**src/rtl/hamming_pkg.sv**
```systemverilog
// ============================================================================
// Module      : hamming_pkg
// Description : Shared types and elaboration-time helpers for the SECDED
//               Hamming decoder family (decoder, syndrome core, encoder
//               checker).
// Revision    : 1.0 - initial release
// ============================================================================
`default_nettype none

package hamming_pkg;

    // Classification of a decoded codeword
    typedef enum logic [1:0] {
        ERR_NONE   = 2'd0,
        ERR_SINGLE = 2'd1,
        ERR_DOUBLE = 2'd2
    } err_kind_t;

    // Smallest number of Hamming check bits p with 2^p >= data_w + p + 1
    function automatic int calc_p_w(input int data_w);
        int p;
        p = 0;
        for (int k = 1; k < 31; k++) begin
            if ((p == 0) && ((1 << k) >= (data_w + k + 1))) begin
                p = k;
            end
        end
        return p;
    endfunction

    // True when pos is a power of two (a check-bit position)
    function automatic bit is_pow2(input int pos);
        return (pos > 0) && ((pos & (pos - 1)) == 0);
    endfunction

    // Codeword position of data bit idx: the idx-th non-power-of-two
    // position counting upward from position 3
    function automatic int data_pos(input int idx);
        int cnt;
        int pos;
        cnt = 0;
        pos = 0;
        for (int p = 3; p < 1024; p++) begin
            if (!is_pow2(p)) begin
                if ((cnt == idx) && (pos == 0)) begin
                    pos = p;
                end
                cnt++;
            end
        end
        return pos;
    endfunction

endpackage : hamming_pkg

`default_nettype wire

```
**src/rtl/hamming_syndrome.sv**
```systemverilog
// ============================================================================
// Module      : hamming_syndrome
// Description : Combinational syndrome and overall-parity generator for an
//               extended Hamming codeword (bit 0 = overall parity, bit i =
//               Hamming position i). Shared with the encoder checker.
// Revision    : 1.0 - initial release
// ============================================================================
`default_nettype none

module hamming_syndrome #(
    parameter int CW_W = 8,
    parameter int P_W  = 3
) (
    input  logic [CW_W-1:0] i_code,
    output logic [P_W-1:0]  o_syndrome,
    output logic            o_parity
);

    // Syndrome is the XOR of the indices of every set position 1..CW_W-1
    always_comb begin
        o_syndrome = '0;
        for (int i = 1; i < CW_W; i++) begin
            if (i_code[i]) begin
                o_syndrome = o_syndrome ^ P_W'(i);
            end
        end
    end

    assign o_parity = ^i_code;

endmodule : hamming_syndrome

`default_nettype wire

```
**src/rtl/hamming_secded_decoder.sv**
```systemverilog
// ============================================================================
// Module      : hamming_secded_decoder
// Description : Two-stage pipelined SECDED Hamming decoder with valid/ready
//               streams on both sides. Stage 1 registers the codeword with
//               its syndrome and overall parity; stage 2 classifies, corrects
//               and extracts the data into the output registers.
//               Optional saturating error counters: define HAMMING_ERR_CNT_EN.
// Revision    : 1.0 - initial release
// ============================================================================
`default_nettype none

module hamming_secded_decoder
    import hamming_pkg::*;
#(
    parameter  int DATA_W = 4,
    parameter  int CNT_W  = 16,
    localparam int P_W    = calc_p_w(DATA_W),
    localparam int CW_W   = DATA_W + P_W + 1
) (
    input  logic              clk,
    input  logic              rst,
    input  logic              in_valid,
    output logic              in_ready,
    input  logic [CW_W-1:0]   in_code,
    output logic              out_valid,
    input  logic              out_ready,
    output logic [DATA_W-1:0] out_data,
    output logic [P_W-1:0]    out_syndrome,
    output logic              out_err_single,
    output logic              out_err_double
`ifdef HAMMING_ERR_CNT_EN
    ,
    output logic [CNT_W-1:0]  err_cnt_single,
    output logic [CNT_W-1:0]  err_cnt_double
`endif
);

    generate
        if ((DATA_W < 1) || (CNT_W < 1)) begin : g_param_check
            $error("hamming_secded_decoder: DATA_W and CNT_W must be >= 1");
        end
    endgenerate

    // ------------------------------------------------------------------
    // Handshake: a stage loads when it is empty or its consumer drains it
    // ------------------------------------------------------------------
    logic w_s2_load;
    logic w_s1_load;
    logic r_s1_valid;

    assign w_s2_load = !out_valid || out_ready;
    assign w_s1_load = !r_s1_valid || w_s2_load;
    assign in_ready  = w_s1_load;

    // ------------------------------------------------------------------
    // Stage 1: syndrome / parity of the incoming codeword
    // ------------------------------------------------------------------
    logic [P_W-1:0]  w_in_syn;
    logic            w_in_par;
    logic [CW_W-1:0] r_s1_code;
    logic [P_W-1:0]  r_s1_syn;
    logic            r_s1_par;

    hamming_syndrome #(
        .CW_W (CW_W),
        .P_W  (P_W)
    ) u_syndrome (
        .i_code     (in_code),
        .o_syndrome (w_in_syn),
        .o_parity   (w_in_par)
    );

    // Capture the codeword and its check results on each input transfer
    always_ff @(posedge clk) begin
        if (rst) begin
            r_s1_valid <= 1'b0;
            r_s1_code  <= '0;
            r_s1_syn   <= '0;
            r_s1_par   <= 1'b0;
        end else if (w_s1_load) begin
            r_s1_valid <= in_valid;
            if (in_valid) begin
                r_s1_code <= in_code;
                r_s1_syn  <= w_in_syn;
                r_s1_par  <= w_in_par;
            end
        end
    end

    // Check bits only matter through the syndrome already computed above
    logic w_unused_check_bits;
    assign w_unused_check_bits = ^r_s1_code;

    // ------------------------------------------------------------------
    // Stage 2: classify, correct and extract
    // ------------------------------------------------------------------
    err_kind_t           w_kind;
    logic                w_flip;
    logic [DATA_W-1:0]   w_data;

    // Error classification; syndromes beyond the last position of a
    // shortened code cannot be a single error, so they are reported double
    always_comb begin
        w_kind = ERR_NONE;
        w_flip = 1'b0;
        if (r_s1_syn == '0) begin
            if (r_s1_par) begin
                w_kind = ERR_SINGLE;
            end
        end else if (!r_s1_par) begin
            w_kind = ERR_DOUBLE;
        end else if (int'(r_s1_syn) > (CW_W - 1)) begin
            w_kind = ERR_DOUBLE;
        end else begin
            w_kind = ERR_SINGLE;
            w_flip = 1'b1;
        end
    end

    generate
        for (genvar gi = 0; gi < DATA_W; gi++) begin : g_data
            localparam int POS = data_pos(gi);
            assign w_data[gi] = r_s1_code[POS] ^
                                (w_flip && (r_s1_syn == P_W'(POS)));
        end
    endgenerate

    // Output registers: load when empty or drained, otherwise hold steady
    always_ff @(posedge clk) begin
        if (rst) begin
            out_valid      <= 1'b0;
            out_data       <= '0;
            out_syndrome   <= '0;
            out_err_single <= 1'b0;
            out_err_double <= 1'b0;
        end else if (w_s2_load) begin
            out_valid <= r_s1_valid;
            if (r_s1_valid) begin
                out_data       <= w_data;
                out_syndrome   <= r_s1_syn;
                out_err_single <= (w_kind == ERR_SINGLE);
                out_err_double <= (w_kind == ERR_DOUBLE);
            end
        end
    end

`ifdef HAMMING_ERR_CNT_EN
    // ------------------------------------------------------------------
    // Saturating error counters, stepped on output transfers
    // ------------------------------------------------------------------
    logic w_out_xfer;
    assign w_out_xfer = out_valid && out_ready;

    // Count delivered single/double errors, sticking at all-ones
    always_ff @(posedge clk) begin
        if (rst) begin
            err_cnt_single <= '0;
            err_cnt_double <= '0;
        end else if (w_out_xfer) begin
            if (out_err_single && (err_cnt_single != {CNT_W{1'b1}})) begin
                err_cnt_single <= err_cnt_single + CNT_W'(1);
            end
            if (out_err_double && (err_cnt_double != {CNT_W{1'b1}})) begin
                err_cnt_double <= err_cnt_double + CNT_W'(1);
            end
        end
    end
`endif

endmodule : hamming_secded_decoder

`default_nettype wire

```
**config.mk**
```make
export PLATFORM = sky130hd
export DESIGN_NAME = hamming_secded_decoder
export DESIGN_NICKNAME = d
export VERILOG_FILES = /design/src/rtl/hamming_pkg.sv /design/src/rtl/hamming_syndrome.sv /design/src/rtl/hamming_secded_decoder.sv
export SDC_FILE = /design/constraint.sdc
export NUM_CORES = 1
export LEC_CHECK = 0
export ABC_AREA = 1
export CORE_UTILIZATION = 48
export CTS_CLUSTER_SIZE = 40
export DETAILED_ROUTE_END_ITERATION = 6
export HOLD_SLACK_MARGIN = 0.06
export PLACE_DENSITY = 0.74
export SLEW_MARGIN = 20
export SYNTH_ARGS = -nofsm -noshare
export SYNTH_HDL_FRONTEND = slang
export SYNTH_SLANG_ARGS = --single-unit
```
**constraint.sdc**
```tcl
create_clock -name clk -period 1.2 [get_ports clk]
set_input_delay 0.24 -clock clk [delete_from_list [all_inputs] [get_ports clk]]
set_output_delay 0.24 -clock clk [all_outputs]
set_load 0.005 [all_outputs]
```
==> results of run 1 <==
==> cell families after synthesis <==
family	after synthesis	synth area share
compound gates	29	0.146
simple gates	64	0.292
buf+inv	25	0.117
flops	19	0.376
xor+xnor	8	0.0692
==> registers in the layout, summed over array words and instances (netlist names) <==
| register | cells |
|---|---|
| out_data | 4 |
| out_err_double | 1 |
| out_err_single | 1 |
| out_syndrome | 3 |
| out_valid | 1 |
| r_s1_code | 4 |
| r_s1_par | 1 |
| r_s1_syn | 3 |
| r_s1_valid | 1 |
==> worst max-delay path, cell delays in order <==
cell	delay (ns)
clkdlybuf4s50_1	0.47
inv_2	0.04
buf_4	0.12
nand2_2	0.08
nand2_4	0.10
nor2_1	0.18
a22oi_1	0.10
nor2_1	0.10
==> worst paths after layout <==
| path | endpoint | depth (start not counted) | from |
|---|---|---|---|
| worst min-delay path | r_s1_code[3]$_SDFFE_PP0P_ | 4 | in_code[3] |
| worst min register to register | out_err_single$_SDFFE_PP0P_ | 2 | out_err_single$_SDFFE_PP0P_ |
| worst max-delay path | out_err_double$_SDFFE_PP0P_ | 8 | out_ready |
| worst max register to register | r_s1_syn[1]$_SDFFE_PP0P_ | 7 | r_s1_valid$_SDFFE_PP0P_ |
==> power groups by stage <==
| stage | combinational (W) | clock (W) | sequential, W |
|---|---|---|---|
| final | 0.000357 | 0.000321 | 0.000719 |
| after global routing | 0.000398 | 0.000357 | 0.000724 |
| after CTS | 0.000341 | 0.000327 | 0.000715 |
| after detailed placement | 0.000339 | 0 | 0.000729 |
| after global placement | 0.000328 | 0 | 0.000725 |
| after floorplan | 0.000183 | 0 | 0.000724 |
==> stage by stage <==
stage / total power, W / hold WS, ns / cell area [um^2] / setup TNS, ns / util
after detailed placement: 0.00107 / 0.516 / 1350 / -4.84 / 0.681
after global placement: 0.00105 / 0.494 / 1350 / -4.32 / 0.681
after floorplan: 0.000908 / 0.391 / 1010 / 0 / -
after CTS: 0.00138 / 0.524 / 1410 / -0.000640 / 0.709
final: 0.00140 / 0.386 / 1450 / -0.00321 / 0.731
after global routing: 0.00148 / 0.406 / 1450 / -0.154 / 0.731
==> layer usage <==
metal	GRT usage	wire [um]	share of wire
met3	0.0377	104	0.045
met5	0	0	0
met2	0.408	1290	0.56
met4	0.0722	0	0
met1	0.228	915	0.40
==> area by class of cell <==
type	instances	area (um^2)	share of cell area
clock inverters	1	5.00	0.00345
repair buffers	43	375	0.259
flip-flops and latches	19	393	0.271
inverters	22	92.6	0.0639
well taps	27	33.8	0.0233
clock buffers	3	22.5	0.0155
multi-input cells	101	527	0.364
==> cells in the mapped netlist (3+ instances only) <==
| master | n |
|---|---|
| dfxtp_1 | 19 |
| nand3_1 | 3 |
| o21ai_0 | 4 |
| xor2_1 | 4 |
| inv_1 | 16 |
| nand2_2 | 4 |
| inv_2 | 6 |
| nor2_2 | 3 |
| a21oi_1 | 13 |
| o21ai_1 | 11 |
| nor2_1 | 10 |
| nand2_1 | 39 |
| xnor2_1 | 4 |
==> timing repair <==
| action | in CTS | in global routing |
|---|---|---|
| pin swaps | 0 | 1 |
| setup buffers | 4 | 1 |
| gates resized for setup | 26 | 13 |
| setup endpoints to repair | 12 | 14 |
==> results.sh, run 1 <==
export IMPL_wl_per_cell_um=10.7
export IMPL_maxCapViolCount=0
export IMPL_ys_ff_latch=19
export IMPL_min_period_ns=1.20
export IMPL_start_util=0.511
export IMPL_die_width_um=47.9
export IMPL_worstSetupPathType="input port to flip-flop"
export IMPL_outcome="complete, but fails checks"
export IMPL_synth_edf_count=0
export IMPL_fin_nets=202
export IMPL_dr_pass1_iters=4
export IMPL_clkTransAtPathRegs_ns=0.11
export IMPL_period_share=1.00
export IMPL_synth_top_cell_by_area="dfxtp_1"
export IMPL_routed_wl_um=2310
export IMPL_placedCellCount=207
export IMPL_worst_slack_ns=-0.00321
export IMPL_drt_initial_drc_count=26
export IMPL_ant_nets=0
export IMPL_cts_htree_levels=1
export IMPL_grt_max_degree=14
export IMPL_drc=0
export IMPL_die_area_um2=2300
export IMPL_skew_ns=0.00382
export IMPL_drive_gt1_frac=0.286
export IMPL_final_cell_mix="nand2_1, buf_4, inv_1, a21oi_1, o21ai_1"
export IMPL_finalMaxSlewViolations=0
export IMPL_syn_area_um2=1010
export IMPL_synth_cells=145
export IMPL_critPathLaunchType="input port"
export IMPL_synth_top_area_share=0.376
export IMPL_violations="negative setup slack"
export IMPL_synth_area_leaders="dfxtp_1, nand2_1, a21oi_1, inv_1, o21ai_1"
export IMPL_grt_total_usage=0.212
export IMPL_viasPerCell=4.87
export IMPL_post_dp_hpwl_um=1710
export IMPL_leakage_nw=0.801
export IMPL_grt_pass1_vias=868
export IMPL_clockBufferDepth=2
export IMPL_comb_power_share=0.256
export IMPL_fmax_mhz=831
export IMPL_grt_overflow=0
export IMPL_post_place_ws_ns=-0.352
export IMPL_netSwitchingPower_w=0.000412
export IMPL_final_setup_viol_count=1
export IMPL_synth_top_flop_cell="dfxtp_1"
export IMPL_core_area_um2=1980
export IMPL_antenna_found_initial=0
export IMPL_port_buffers=22
export IMPL_io_pins=23
export IMPL_tightest_slew_ns=0.220
export IMPL_hp_class="input port to flip-flop"
export IMPL_fin_cells=216
export IMPL_synth_cell_types=20
export IMPL_cts_tree="yes"
export IMPL_avgSynthCellArea_um2=6.98
export IMPL_yosys_warnings=0
export IMPL_peakVddDrop_uv=482
export IMPL_clock_latency_ns=0.29
export IMPL_pwr_share_seq=0.514
export IMPL_nFillCells=167
export IMPL_arrival_ns=1.44
export IMPL_area_delta_synth_final_pct=43.1
export IMPL_p_per_area_nw_per_um2=964
export IMPL_grt_pass1_wl_um=3420
export IMPL_relSlewSlack=0.853
export IMPL_crit_fanout=5
export IMPL_r2r_slack_ns=0.09
export IMPL_die_h_um=47.9
export IMPL_ctsHoldBuffers=0
export IMPL_routabilityCongestion=0.786
export IMPL_num_antenna_cells=0
export IMPL_seq_area_frac_synth=0.376
export IMPL_row_count=16
export IMPL_via_count=1052
export IMPL_cts_sinks=19
export IMPL_rsz0062_at_grt="yes"
export IMPL_intPower_w=0.000985
export IMPL_clkPwrFrac=0.230
export IMPL_cp_end_kind="flip-flop"
export IMPL_syn_nets=157
export IMPL_cts_buffers=3
export IMPL_power_switching_share=0.295
export IMPL_hold_viol=0
export IMPL_synth_async_reset_ratio=0
export IMPL_required_ns=1.43
export IMPL_layout_commonest_cell="nand2_1"
export IMPL_clockRootBuffer="clkbuf_4"
(Power assumes the default switching activity.)
==> run 2: changes to the inputs <==
CAP_MARGIN = 15   (was not set)
==> results of run 2 <==
The final DEF is identical to that of run 1; final timing and power are the same.
==> run 3: changes to the inputs <==
CORE_MARGIN = 4   (was not set)
==> run 3 against run 2 <==
- global-route usage down 5.0 points
- die area up 27%
- critical endpoint is now out_data[3]$_SDFFE_PP0P_
- the flow now finishes without violations
- clock power is essentially flat
- register-to-register slack barely moved
- sequential share of layout area hardly changed
- critical path type unchanged
- final area hardly changed
- utilization is 0.063 points lower
- sequential power is essentially flat
==> results.sh, run 3 (same netlist as run 1, synthesis figures left out) <==
export IMPL_peakVddDrop_uv=572
export IMPL_dr_pass1_iters=4
export IMPL_drive_gt1_frac=0.296
export IMPL_port_buffers=22
export IMPL_layout_commonest_cell="nand2_1"
export IMPL_reg_largest_list="out_data x4, r_s1_code x4"
export IMPL_die_h_um=53.9
export IMPL_place_area_um2=1350
export IMPL_rsz0062_at_grt="yes"
export IMPL_arrival_ns=1.38
export IMPL_grt_overflow=0
export IMPL_post_dp_hpwl_um=1700
export IMPL_worstSetupPathType="input port to flip-flop"
export IMPL_core_area_um2=1980
export IMPL_routabilityCongestion=0.798
export IMPL_fin_hold_ws_ns=0.410
export IMPL_clockBufferDepth=2
export IMPL_clockRootBuffer="clkbuf_4"
export IMPL_wl_per_cell_um=9.93
export IMPL_antenna_found_initial=0
export IMPL_grt_pass1_wl_um=3530
export IMPL_cp_end_kind="flip-flop"
export IMPL_cts_htree_levels=1
export IMPL_critPathLaunchType="input port"
export IMPL_drc=0
export IMPL_tightest_slew_ns=0.227
export IMPL_min_period_ns=1.18
export IMPL_p_total_w=0.00139
export IMPL_clkTransAtPathRegs_ns=0.10
export IMPL_hold_viol=0
export IMPL_p_per_area_nw_per_um2=958
export IMPL_grt_pass1_vias=917
export IMPL_relSlewSlack=0.849
export IMPL_die_width_um=53.9
export IMPL_skew_ns=0.00501
export IMPL_crit_fanout=5
export IMPL_num_antenna_cells=0
export IMPL_hp_class="input port to flip-flop"
export IMPL_via_count=1009
export IMPL_grt_max_degree=14
export IMPL_leakage_nw=0.799
export IMPL_cts_buffers=3
export IMPL_cts_sinks=19
export IMPL_final_cell_mix="nand2_1, buf_4, inv_1, a21oi_1, o21ai_1"
export IMPL_io_pins=23
export IMPL_drt_initial_drc_count=21
export IMPL_start_util=0.511
export IMPL_finalMaxSlewViolations=0
export IMPL_period_share=0.982
export IMPL_maxCapViolCount=0
export IMPL_final_setup_viol_count=0
export IMPL_fin_nets=202
export IMPL_required_ns=1.40
export IMPL_row_count=16
export IMPL_clock_latency_ns=0.30
export IMPL_area_delta_synth_final_pct=43.0
export IMPL_ant_nets=0
export IMPL_die_area_um2=2910
export IMPL_postLayoutCellArea_um2=1450
export IMPL_outcome="complete, no violations"
export IMPL_viasPerCell=4.67
export IMPL_routed_wl_um=2150
export IMPL_fmax_mhz=848
export IMPL_cts_tree="yes"
export IMPL_grt_total_usage=0.162
[run 3: metrics by stage]
stage	utilization	setup WS [ns]	setup TNS [ns]	std cells
final	0.730	0.0214	0	216
after floorplan	-	0.160	0	145
after CTS	0.715	0.00554	0	216
after detailed placement	0.681	-0.343	-4.89	207
after global routing	0.730	-0.0140	-0.0380	216
after global placement	0.681	-0.340	-4.34	207
[run 3: path summary, 6_finish.rpt]
check / from / slack, ns / end / cells after the start
hold / removal: in_code[6] / 0.41 / r_s1_code[6]$_SDFFE_PP0P_ / 4
setup reg to reg: r_s1_valid$_SDFFE_PP0P_ / 0.10 / r_s1_code[7]$_SDFFE_PP0P_ / 6
setup / recovery: out_ready / 0.02 / out_data[3]$_SDFFE_PP0P_ / 8
hold reg to reg: out_err_single$_SDFFE_PP0P_ / 0.52 / out_err_single$_SDFFE_PP0P_ / 2
[run 3: where the power goes]
part	switching (W)	leakage, nW	internal, W
Clock	0.000196	0.0177	0.000124
Sequential	0.0000338	0.161	0.000682
Combinational	0.000173	0.621	0.000178
Total	0.000403	0.799	0.000984
[run 3: what timing repair did]
item                                    in CTS  in global routing
pin swaps                                    0                  1
endpoints found under the setup margin      11                 13
gates resized for setup                     27                 11
hold buffers                                 0                  0
setup buffers                                5                  0
[run 3: layout make-up]
class,instances,area [um^2]
Fill cell,162,534
Tap cell,27,33.8
Inverter,22,90.1
Clock buffer,3,22.5
Sequential cell,19,393
Timing Repair Buffer,43,372
Multi-Input combinational cell,101,532
Clock inverter,1,5.00
[run 3: metal layers]
layer / global-route usage / wire [um]
met5: 0 / 0
met1: 0.167 / 879
met4: 0.0638 / 27
met3: 0.00831 / 100
met2: 0.331 / 1140
[run 3: worst max-delay path, stage by stage]
cell	delay (ns)
clkdlybuf4s50_1	0.47
inv_2	0.04
buf_4	0.13
nand2_2	0.08
nand2_4	0.08
buf_4	0.15
o21ai_1	0.13
inv_1	0.05
